**config.mk**
```make
export PLATFORM = sky130hd
export DESIGN_NAME = fifo_uart_tx
export DESIGN_NICKNAME = d
export VERILOG_FILES = /design/src/rtl/fifo_uart_tx.sv
export SDC_FILE = /design/constraint.sdc
export NUM_CORES = 1
export LEC_CHECK = 0
export ABC_AREA = 0
export CORE_MARGIN = 2
export CORE_UTILIZATION = 33
export CTS_CLUSTER_DIAMETER = 120
export DETAILED_ROUTE_END_ITERATION = 10
export DONT_BUFFER_PORTS = 1
export SLEW_MARGIN = 20
export SYNTH_ARGS = -nofsm -noshare
export SYNTH_HDL_FRONTEND = slang
export SYNTH_SLANG_ARGS = --single-unit
```
**constraint.sdc**
```tcl
create_clock -name clk -period 4.57 [get_ports clk]
set_clock_uncertainty 0.05 [all_clocks]
set_input_delay 1.371 -clock clk [delete_from_list [all_inputs] [get_ports clk]]
set_output_delay 1.371 -clock clk [all_outputs]
set_load 0.01 [all_outputs]
```
**src/rtl/fifo_uart_tx.sv**
```systemverilog
// fifo_uart_tx: pops bytes from a show-ahead TX FIFO and sends each one as a
// UART frame (8N1, or 8E1 when UART_TX_PARITY_EN is defined).
//
// Ports:
//   clk          system clock, all logic on the rising edge
//   reset        synchronous, active-low reset
//   dvsr         baud divisor, one oversample tick every dvsr+1 clocks
//   fifo_empty   FIFO empty flag
//   fifo_r_data  FIFO head word, valid while fifo_empty is low
//   fifo_rd      one-cycle pop strobe, only ever raised in IDLE
//   tx           registered serial output, idle high
//   tx_busy      high from the start bit to the end of the stop bit
//   tx_done_tick one-cycle pulse on the last tick of the stop bit
//
// Build option: UART_TX_PARITY_EN adds an even-parity bit after the data.
module fifo_uart_tx #(
   parameter int DBIT       = 8,
   parameter int SB_TICK    = 16,
   parameter int DVSR_WIDTH = 11
) (
   input  logic                  clk,
   input  logic                  reset,
   input  logic [DVSR_WIDTH-1:0] dvsr,
   input  logic                  fifo_empty,
   input  logic [DBIT-1:0]       fifo_r_data,
   output logic                  fifo_rd,
   output logic                  tx,
   output logic                  tx_busy,
   output logic                  tx_done_tick
);

   // s has to reach SB_TICK-1 in the stop bit, and 15 in every other bit
   localparam int SW = (SB_TICK > 16) ? $clog2(SB_TICK) : 4;
   localparam int NW = (DBIT > 1) ? $clog2(DBIT) : 1;

   localparam logic [SW-1:0] S_BIT_LAST  = SW'(15);
   localparam logic [SW-1:0] S_STOP_LAST = SW'(SB_TICK - 1);
   localparam logic [NW-1:0] N_LAST      = NW'(DBIT - 1);

`ifdef UART_TX_PARITY_EN
   typedef enum logic [2:0] {
      ST_IDLE,
      ST_START,
      ST_DATA,
      ST_PARITY,
      ST_STOP
   } state_t;
`else
   typedef enum logic [1:0] {
      ST_IDLE,
      ST_START,
      ST_DATA,
      ST_STOP
   } state_t;
`endif

   // ------------------------------------------------------------------
   // Baud tick generator
   // ------------------------------------------------------------------
   logic [DVSR_WIDTH-1:0] r_cnt;
   logic                  w_tick;

   // A counter already past a newly lowered dvsr simply runs on to the
   // all-ones value and wraps through zero before ticking again.
   assign w_tick = (r_cnt == dvsr);

   always_ff @(posedge clk) begin
      if (!reset) begin
         r_cnt <= '0;
      end else if (w_tick) begin
         r_cnt <= '0;
      end else begin
         r_cnt <= r_cnt + DVSR_WIDTH'(1);
      end
   end

   // ------------------------------------------------------------------
   // Frame FSM
   // ------------------------------------------------------------------
   state_t          r_state;
   state_t          w_state_nx;
   logic [SW-1:0]   r_s;
   logic [SW-1:0]   w_s_nx;
   logic [NW-1:0]   r_n;
   logic [NW-1:0]   w_n_nx;
   logic [DBIT-1:0] r_shift;
   logic [DBIT-1:0] w_shift_nx;
   logic            r_tx;
   logic            w_tx_nx;
   logic            w_load;

`ifdef UART_TX_PARITY_EN
   logic            r_par;

   // Parity is taken from the byte as popped, before any shifting.
   always_ff @(posedge clk) begin
      if (!reset) begin
         r_par <= 1'b0;
      end else if (w_load) begin
         r_par <= ^fifo_r_data;
      end
   end
`endif

   // State register, plus the datapath registers that move with it
   always_ff @(posedge clk) begin
      if (!reset) begin
         r_state <= ST_IDLE;
         r_s     <= '0;
         r_n     <= '0;
         r_shift <= '0;
         r_tx    <= 1'b1;
      end else begin
         r_state <= w_state_nx;
         r_s     <= w_s_nx;
         r_n     <= w_n_nx;
         r_shift <= w_shift_nx;
         r_tx    <= w_tx_nx;
      end
   end

   // Next-state logic
   always_comb begin
      w_state_nx = r_state;
      w_s_nx     = r_s;
      w_n_nx     = r_n;
      w_shift_nx = r_shift;
      w_load     = 1'b0;
      unique case (r_state)
         ST_IDLE: begin
            // leaving IDLE does not wait for a tick
            if (!fifo_empty) begin
               w_load     = 1'b1;
               w_shift_nx = fifo_r_data;
               w_s_nx     = '0;
               w_state_nx = ST_START;
            end
         end
         ST_START: begin
            if (w_tick) begin
               if (r_s == S_BIT_LAST) begin
                  w_s_nx     = '0;
                  w_n_nx     = '0;
                  w_state_nx = ST_DATA;
               end else begin
                  w_s_nx = r_s + SW'(1);
               end
            end
         end
         ST_DATA: begin
            if (w_tick) begin
               if (r_s == S_BIT_LAST) begin
                  w_s_nx     = '0;
                  w_shift_nx = r_shift >> 1;
                  if (r_n == N_LAST) begin
`ifdef UART_TX_PARITY_EN
                     w_state_nx = ST_PARITY;
`else
                     w_state_nx = ST_STOP;
`endif
                  end else begin
                     w_n_nx = r_n + NW'(1);
                  end
               end else begin
                  w_s_nx = r_s + SW'(1);
               end
            end
         end
`ifdef UART_TX_PARITY_EN
         ST_PARITY: begin
            if (w_tick) begin
               if (r_s == S_BIT_LAST) begin
                  w_s_nx     = '0;
                  w_state_nx = ST_STOP;
               end else begin
                  w_s_nx = r_s + SW'(1);
               end
            end
         end
`endif
         ST_STOP: begin
            if (w_tick) begin
               if (r_s == S_STOP_LAST) begin
                  w_s_nx     = '0;
                  w_state_nx = ST_IDLE;
               end else begin
                  w_s_nx = r_s + SW'(1);
               end
            end
         end
         default: begin
            w_state_nx = ST_IDLE;
         end
      endcase
   end

   // Output logic
   always_comb begin
      // pop and done are masked during reset so a held reset with a
      // non-empty FIFO never consumes a byte
      fifo_rd      = reset && (r_state == ST_IDLE) && !fifo_empty;
      tx_done_tick = reset && (r_state == ST_STOP) && w_tick &&
                     (r_s == S_STOP_LAST);
      tx_busy      = (r_state != ST_IDLE);
      tx           = r_tx;
      // tx is registered from the next state so the line changes on the
      // same edge as the state transition
      unique case (w_state_nx)
         ST_START: w_tx_nx = 1'b0;
         ST_DATA:  w_tx_nx = w_shift_nx[0];
`ifdef UART_TX_PARITY_EN
         ST_PARITY: w_tx_nx = r_par;
`endif
         default:  w_tx_nx = 1'b1;
      endcase
   end

endmodule

```
## Word level (Yosys, flattened, before mapping)

Index checks and enable logic that the tools add are counted.
W data, S select, Z words.

| storage, ports and cells | value |
|---|---|
| logic and storage cells | 65 |
| memories kept | 0 |
| RAM bits | 0 |
| flip-flop bits (word level) | 29 |
| output and inout port bits | 4 |
| ROM bits | 0 |
| bits in latches | 0 |

| cells by class | value |
|---|---|
| div/mod/pow operators | 0 |
| equality and inequality tests | 15 |
| add/subtract/negate cells | 3 |
| $mul | 0 |
| multiplexer cells | 24 |
| shift-type cells | 0 |
| $lt $le $gt $ge | 0 |
| bitwise operators | 1 |
| reductions and logical operators | 15 |

Operators by type and width:

| operator | number |
|---|---|
| $mux W8 | 3 |
| $mux W2 | 8 |
| $pmux W8 S2 | 1 |
| $mux W3 | 5 |
| $mux W4 | 3 |
| $ne A2 B2 Y1 const B | 6 |
| $add A11 B1 Y11 const B | 1 |
| $eq A11 B11 Y1 | 1 |
| $pmux W2 S4 | 1 |
| $pmux W4 S2 | 1 |
| $eq A2 B2 Y1 const B | 3 |
| $pmux W3 S2 | 1 |
| $reduce_and A6 Y1 | 1 |
| $reduce_bool A2 Y1 | 3 |
| $logic_and A1 B1 Y1 | 5 |
| $add A4 B1 Y4 const B | 1 |
| $eq A2 B1 Y1 const B | 2 |
| $eq A4 B4 Y1 const B | 1 |
| $reduce_and A4 Y1 | 1 |
| $add A3 B1 Y3 const B | 1 |
| $eq A3 B3 Y1 const B | 1 |
| $reduce_or A3 Y1 | 1 |
| $logic_not A2 Y1 | 1 |
| $ne A2 B1 Y1 const B | 1 |
| other kinds (5) | 5 |

## Depth between registers and ports, before layout

Gate-level depths: netlist of run 1.

| depth | value |
|---|---|
| depth in word-level cells | 7 |
| mapped depth | 7 |
| mapped depth without buffers | 7 |

## Least setup slack after synthesis of run 1

OpenSTA, ideal clock, no wires.

| timing path | value |
|---|---|
| path kind | input -> output |
| start point | input port dvsr[10] |
| end point | output port tx_done_tick |
| arrival time | 2.501 ns |
| data required time | 3.149 ns |
| buffers on the path | 0 |
| setup slack | 0.648 ns |
| stages on the path | 5 |
| cell sequence | xnor2_1 > nand4_2 > nor4_4 > nand2_1 > nor2_1 |

| on the way | value |
|---|---|
| word-level cells in the longest chain between the ends | 3 |

RTL lines:

| item | RTL line | source |
|---|---|---|
| start, declared | 23 | `input logic [DVSR_WIDTH-1:0] dvsr,` |
| $eq A11 B11 Y1 | 65 | `assign w_tick = (r_cnt == dvsr);` |
| $logic_and A1 B1 Y1 (2 in series) | 202 | `tx_done_tick = reset && (r_state == ST_STOP) && w_tick &&` |
| end, declared | 29 | `output logic tx_done_tick` |

No other way between the ends.

## Worst setup path in the final report of run 1

Ends and elaborated chain as after synthesis.

==> impl_metrics.py, run 1 <==
metrics = {
    "synth": {
        "ys_seq_area_frac": 0.387,
        "syn-num-nets": 198,
        "synth_area_mm2": 0.00150,
        "synth_top_family_by_area": "simple AND/OR/NAND/NOR gates",
        "synthMuxAreaShare": 0.00667,
        "synthSimpleGateAreaFrac": 0.278,
        "synthAdderAreaFrac": 0.0334,
        "yosys_register_bits": 29,
        "yosysUniqueCellTypes": 37,
        "netlist_instances": 172,
        "synth.avg_cell_area_um2": 8.72,
        "synth_xor_area_frac": 0.133,
        "ys.warnings.count": 0,
        "synth_compound_area_frac": 0.138,
    },
    "power": {
        "seqPwrFrac": 0.543,
        "p_int_uw": 378,
        "p_comb_frac": 0.074,
        "switching_share": 0.233,
        "clkPwrFrac": 0.382,
        "vdd_ir_drop_max_mv": 0.0929,
        "p_leak_uw": 0.000581,
        "p_sw_uw": 115,
        "power_density_mw_per_mm2": 303,
        "p_total_uw": 493,
    },
    "global_routing": {
        "grt_max_degree": 23,
        "top_usage_layer": "met2",
        "use_met2": 0.200,
        "use_met1": 0.167,
        "grt_pass1_vias": 1138,
        "overflow": 0,
        "track_usage": 0.125,
        "globalRouteMet3Util": 0.0366,
        "antenna_found_initial": 0,
        "grt_pass1_wl_um": 5220,
    },
    "floorplanning": {
        "die_h_um": 71.4,
        "coreArea_mm2": 0.00435,
        "start_util": 0.345,
        "die-width_um": 71.4,
        "dieArea_mm2": 0.00510,
        "num_rows": 24,
        "ios": 26,
    },
    "clocking": {
        "clock_latency_ps": 270,
        "cts_tree": "built",
        "clock-root-buffer": "clkbuf_8",
        "path_clk_slew_ps": 60,
        "clockBufferDepth": 2,
        "ctsHtreeMaxLevel": 2,
        "cts_setup_buffers": 0,
        "numCtsBuffers": 5,
        "clock-sinks": 29,
        "ctsResizeCount": 0,
        "cts_hold_buf": 0,
    },
    "worst_setup_path": {
        "path_buf_inv": 1,
        "max_stage_delay_ps": 290,
        "crit_path_top_delay_cell": "nor4_4",
        "path_cells": "xnor2_1 > nand4_2 > nor4_4 > buf_4 > nand2_1 > nor2_1",
        "worstPathArrival_ps": 2580,
        "critPathMaxFanout": 7,
        "start_kind": "primary input",
        "critPathRequiredTime_ps": 3150,
        "endpoint_kind": "output pin",
        "critPathKind": "in2out",
        "cp_top_family": "simple AND/OR/NAND/NOR gates",
    },
    "cells_and_area": {
        "finish.utilization": 0.373,
        "fillers": 434,
        "nets": 200,
        "stdcell_count": 225,
        "drive_above_1_share": 0.0867,
        "insertedDiodeCount": 0,
        "syn_to_final_growth_pct": 8.34,
    },
    "status": {
        "status": "complete, no violations",
    },
    "route": {
        "wl_per_cell_um": 13.1,
        "drt_pre_antenna_iters": 4,
        "ant_nets": 0,
        "drt-total-wl_um": 2950,
        "drc": 0,
        "drt-initial-drc-count": 64,
        "via_count": 1173,
        "viasPerCell": 5.21,
    },
    "worst_hold_path": {
        "hold_class": "reg2reg",
    },
    "timing": {
        "worstMarginPinSlew_ps": 626,
        "whs_ps": 413,
        "slew_violations": 0,
        "tns_ps": 0,
        "rsz0062_at_grt": "false",
        "slew_headroom": 0.577,
        "min_period_ps": 4000,
        "fmax_ghz": 0.250,
        "setup_viol": 0,
        "hold_violations": 0,
        "post-route-period-util": 0.876,
    },
    "placed_design": {
        "portBuffers": 0,
        "dpl.hpwl_um": 2100,
        "place_congestion": 0.756,
        "post-place-cells": 219,
    },
    "run": {
        "cap_violations": 0,
    },
}
## power by group through the flow
stage | combinational, µW | clock, µW | sequential [µW]
CTS | 37.0 | 197 | 268
finish | 36.6 | 189 | 268
detailed placement | 36.7 | 0 | 274
global placement | 36.4 | 0 | 274
global route | 41.9 | 205 | 269
floorplan | 33.2 | 0 | 272
## through the flow
stage	setup WS [ps]	cell area, µm²
floorplan	648	1500
global placement	604	1550
detailed placement	577	1550
CTS	565	1630
global route	457	1630
finish	565	1630
## cells in the mapped netlist
library cell / instances / area share
xnor2_1: 18 / 0.11
a21boi_1: 6 / 0.030
nand2b_1: 2 / 0.0083
and2_1: 3 / 0.013
and2_0: 2 / 0.0083
nor2b_1: 3 / 0.013
buf_2: 2 / 0.0067
a21boi_0: 5 / 0.025
a22oi_1: 7 / 0.035
xnor2_2: 1 / 0.011
nand3b_1: 1 / 0.0050
buf_1: 1 / 0.0025
nand4_2: 2 / 0.017
nor4b_1: 1 / 0.0058
xor2_1: 3 / 0.018
nor4_4: 1 / 0.014
nor4_1: 1 / 0.0042
or3_1: 2 / 0.0083
nand4_1: 2 / 0.0083
o21bai_1: 1 / 0.0050
or2_2: 1 / 0.0042
o21a_1: 1 / 0.0050
a211oi_2: 1 / 0.0083
inv_1: 2 / 0.0050
a21oi_1: 4 / 0.013
nand2_1: 16 / 0.040
mux2i_1: 1 / 0.0067
nor2_1: 18 / 0.045
ha_1: 4 / 0.033
o21ai_0: 1 / 0.0033
nand3_1: 15 / 0.050
nor3_1: 2 / 0.0067
and3_1: 5 / 0.021
clkbuf_1: 4 / 0.010
dfxtp_1: 29 / 0.39
a31oi_1: 3 / 0.013
nand3_2: 1 / 0.0067
## worst paths after layout
check / from / endpoint / slack [ps] / cells after the start
max: dvsr[10] / tx_done_tick / 570 / 6
min: r_shift[4] / r_shift[4] / 410 / 2
max reg2reg: r_state[1] / r_s[2] / 2570 / 5
min reg2reg: r_shift[4] / r_shift[4] / 410 / 2
## state kept, by name (all words and copies together), names as in the netlist
register	count
r_cnt	11
r_n	3
r_s	4
r_shift	8
r_state	2
tx	1
## cells in the final DEF (no fill, tap or decap), types with 4 or more instances in the layout
master    netlist  layout
a21boi_0        5       5
a21boi_1        6       6
a21oi_1         4       4
a22oi_1         7       7
and3_1          5       5
clkbuf_8        0       5
dfxtp_1        29      29
ha_1            4       4
nand2_1        16      16
nand3_1        15      15
nor2_1         18      18
xnor2_1        18      18
## worst register-to-register path: stages, from the launching register on
cell     delay [ps]
dfxtp_1         570
or2_2           270
nor4b_1         540
nand2_1         150
xnor2_1         140
and3_1          170
## layout make-up
class                      instances  area (µm²)  area share
inverter                           2        7.51     0.00462
timing repair buffer               2        15.0     0.00924
clock inverter                     1        5.00     0.00308
tap                               52        65.1      0.0400
multi-input combinational        134         883       0.543
sequential                        29         581       0.357
clock buffer                       5        68.8      0.0423
## per-layer routing
layer	wire length (µm)	vias up	part of all wire
met2	1400	17	0.48
met5	0	-	0
met3	81	2	0.027
met4	15	0	0.0051
met1	1450	557	0.49
li1	-	597	-
## cells by family (layout without fill, tap and decap cells)
group                    count (synthesis)  count (layout)
AND/OR/NAND/NOR                         78              78
multiplexers                             1               1
buffers and inverters                    9              10
flip-flops                              29              29
adder cells (fa/ha/maj)                  4               4
XOR/XNOR                                22              22
AO/OA/AOI/OAI                           29              29
No activity file was read; power rests on OpenSTA's default activity.
==> run 2: changes to the inputs <==
--- a/config.mk
+++ b/config.mk
@@ -6,6 +6,7 @@
 export NUM_CORES = 1
 export LEC_CHECK = 0
 export ABC_AREA = 0
+export CAP_MARGIN = 20
 export CORE_MARGIN = 2
 export CORE_UTILIZATION = 33
 export CTS_CLUSTER_DIAMETER = 120
==> results of run 2 <==
The final DEF is identical to that of run 1; final timing and power are the same.
==> run 3: changes to the inputs <==
--- a/config.mk
+++ b/config.mk
@@ -12,6 +12,7 @@
 export CTS_CLUSTER_DIAMETER = 120
 export DETAILED_ROUTE_END_ITERATION = 10
 export DONT_BUFFER_PORTS = 1
+export REMOVE_ABC_BUFFERS = 1
 export SLEW_MARGIN = 20
 export SYNTH_ARGS = -nofsm -noshare
 export SYNTH_HDL_FRONTEND = slang
==> impl_metrics.py, run 3 (synthesis results as in run 1) <==
metrics = {
    "status": {
        "status": "complete, no violations",
    },
    "global_routing": {
        "globalRouteMet3Util": 0.0450,
        "grt_max_degree": 23,
        "top_usage_layer": "met2",
        "grt_pass1_vias": 1160,
        "grt_pass1_wl_um": 5150,
        "track_usage": 0.131,
        "overflow": 0,
        "use_met1": 0.149,
        "antenna_found_initial": 0,
        "use_met2": 0.210,
    },
    "clocking": {
        "clock-sinks": 29,
        "clockBufferDepth": 2,
        "cts_tree": "built",
        "numCtsBuffers": 5,
        "clock-root-buffer": "clkbuf_8",
        "clock_latency_ps": 290,
        "ctsResizeCount": 0,
        "ctsHtreeMaxLevel": 2,
        "path_clk_slew_ps": 60,
        "cts_hold_buf": 0,
        "cts_setup_buffers": 0,
    },
    "floorplanning": {
        "die_h_um": 71.4,
        "die-width_um": 71.4,
        "num_rows": 24,
        "ios": 26,
        "coreArea_mm2": 0.00435,
        "start_util": 0.345,
        "dieArea_mm2": 0.00510,
    },
    "worst_setup_path": {
        "worstPathArrival_ps": 2490,
        "critPathRequiredTime_ps": 3150,
        "cp_top_family": "simple AND/OR/NAND/NOR gates",
        "critPathMaxFanout": 5,
        "path_cells": "xnor2_1 > nand4_2 > nor4_4 > nand2_1 > nor2_1",
        "critPathKind": "in2out",
        "crit_path_top_delay_cell": "nor4_4",
        "path_buf_inv": 0,
        "endpoint_kind": "output pin",
        "max_stage_delay_ps": 310,
        "start_kind": "primary input",
    },
    "cells_and_area": {
        "insertedDiodeCount": 0,
        "most-common-layout-cells": "dfxtp_1 (29), xnor2_1 (18), nor2_1 (18)",
        "top_register": "r_cnt",
        "drive_above_1_share": 0.0800,
        "reg_top3": "r_cnt (11), r_shift (8), r_s (4)",
        "nets": 200,
        "finish.utilization": 0.375,
        "largest_reg_flops": 11,
        "final_common_cell": "dfxtp_1",
        "syn_to_final_growth_pct": 8.76,
    },
    "route": {
        "wl_per_cell_um": 12.7,
        "drc": 0,
        "drt-initial-drc-count": 103,
        "drt_pre_antenna_iters": 4,
        "viasPerCell": 4.99,
        "ant_nets": 0,
        "via_count": 1133,
        "drt-total-wl_um": 2890,
    },
    "power": {
        "p_leak_uw": 0.000580,
        "power_density_mw_per_mm2": 311,
        "vdd_ir_drop_max_mv": 0.0977,
    },
    "timing": {
        "post-route-period-util": 0.856,
        "hold_violations": 0,
        "setup_viol": 0,
        "min_period_ps": 3910,
        "rsz0062_at_grt": "false",
        "slew_violations": 0,
        "worstMarginPinSlew_ps": 615,
        "fmax_ghz": 0.256,
        "tns_ps": 0,
        "slew_headroom": 0.584,
    },
    "placed_design": {
        "portBuffers": 0,
        "place_congestion": 0.797,
        "dpl.hpwl_um": 2070,
    },
    "worst_hold_path": {
        "hold_class": "reg2reg",
    },
    "run": {
        "cap_violations": 0,
    },
}
[run 3: cell count changes in the layout (fill, tap and decap cells not counted)]
cell | before | now
clkbuf_1 | 0 | 3
clkinv_2 | 1 | 0
[run 3: worst paths after layout]
check                   from           end  slack [ps]  cells past startpoint
setup reg to reg  r_state[1]        r_s[2]        2580                      5
hold reg to reg       r_n[1]        r_n[1]         420                      2
setup / recovery    dvsr[10]  tx_done_tick         660                      5
hold / removal        r_n[1]        r_n[1]         420                      2
[run 3: layout make-up]
class                           count  area (µm²)
Fill cell                         450        2720
Clock buffer                        8        80.1
Multi-Input combinational cell    134         883
Timing Repair Buffer                2        15.0
Sequential cell                    29         581
Tap cell                           52        65.1
Inverter                            2        7.51
[run 3: metal layers]
layer / vias up / routed length [µm]
met3: 6 / 125
met2: 21 / 1400
li1: 596 / -
met4: 0 / 85
met1: 510 / 1280
met5: - / 0
[run 3: per-stage QoR]
| stage | total power (µW) | std cells | worst slack [ps] | hold WS, ps | instance area [µm²] |
|---|---|---|---|---|---|
| CTS | 511 | 227 | 655 | 419 | 1630 |
| floorplan | 302 | 165 | 648 | 395 | 1470 |
| global route | 534 | 227 | 558 | 442 | 1630 |
| detailed placement | 310 | 219 | 662 | 411 | 1550 |
| global placement | 310 | 219 | 670 | 404 | 1550 |
| finish | 508 | 227 | 659 | 416 | 1630 |
[run 3: where the power goes]
group          internal (µW)  switching (µW)
Sequential               260            6.99
Combinational           17.8            18.7
Clock                    108            96.1
Total                    386             122
[run 3: worst min-delay path, delay by kind of cell, from the launching register on]
kind / cells / cell delay (ps)
simple gates: 1 / 50
compound gates: 1 / 60
flops: 1 / 310
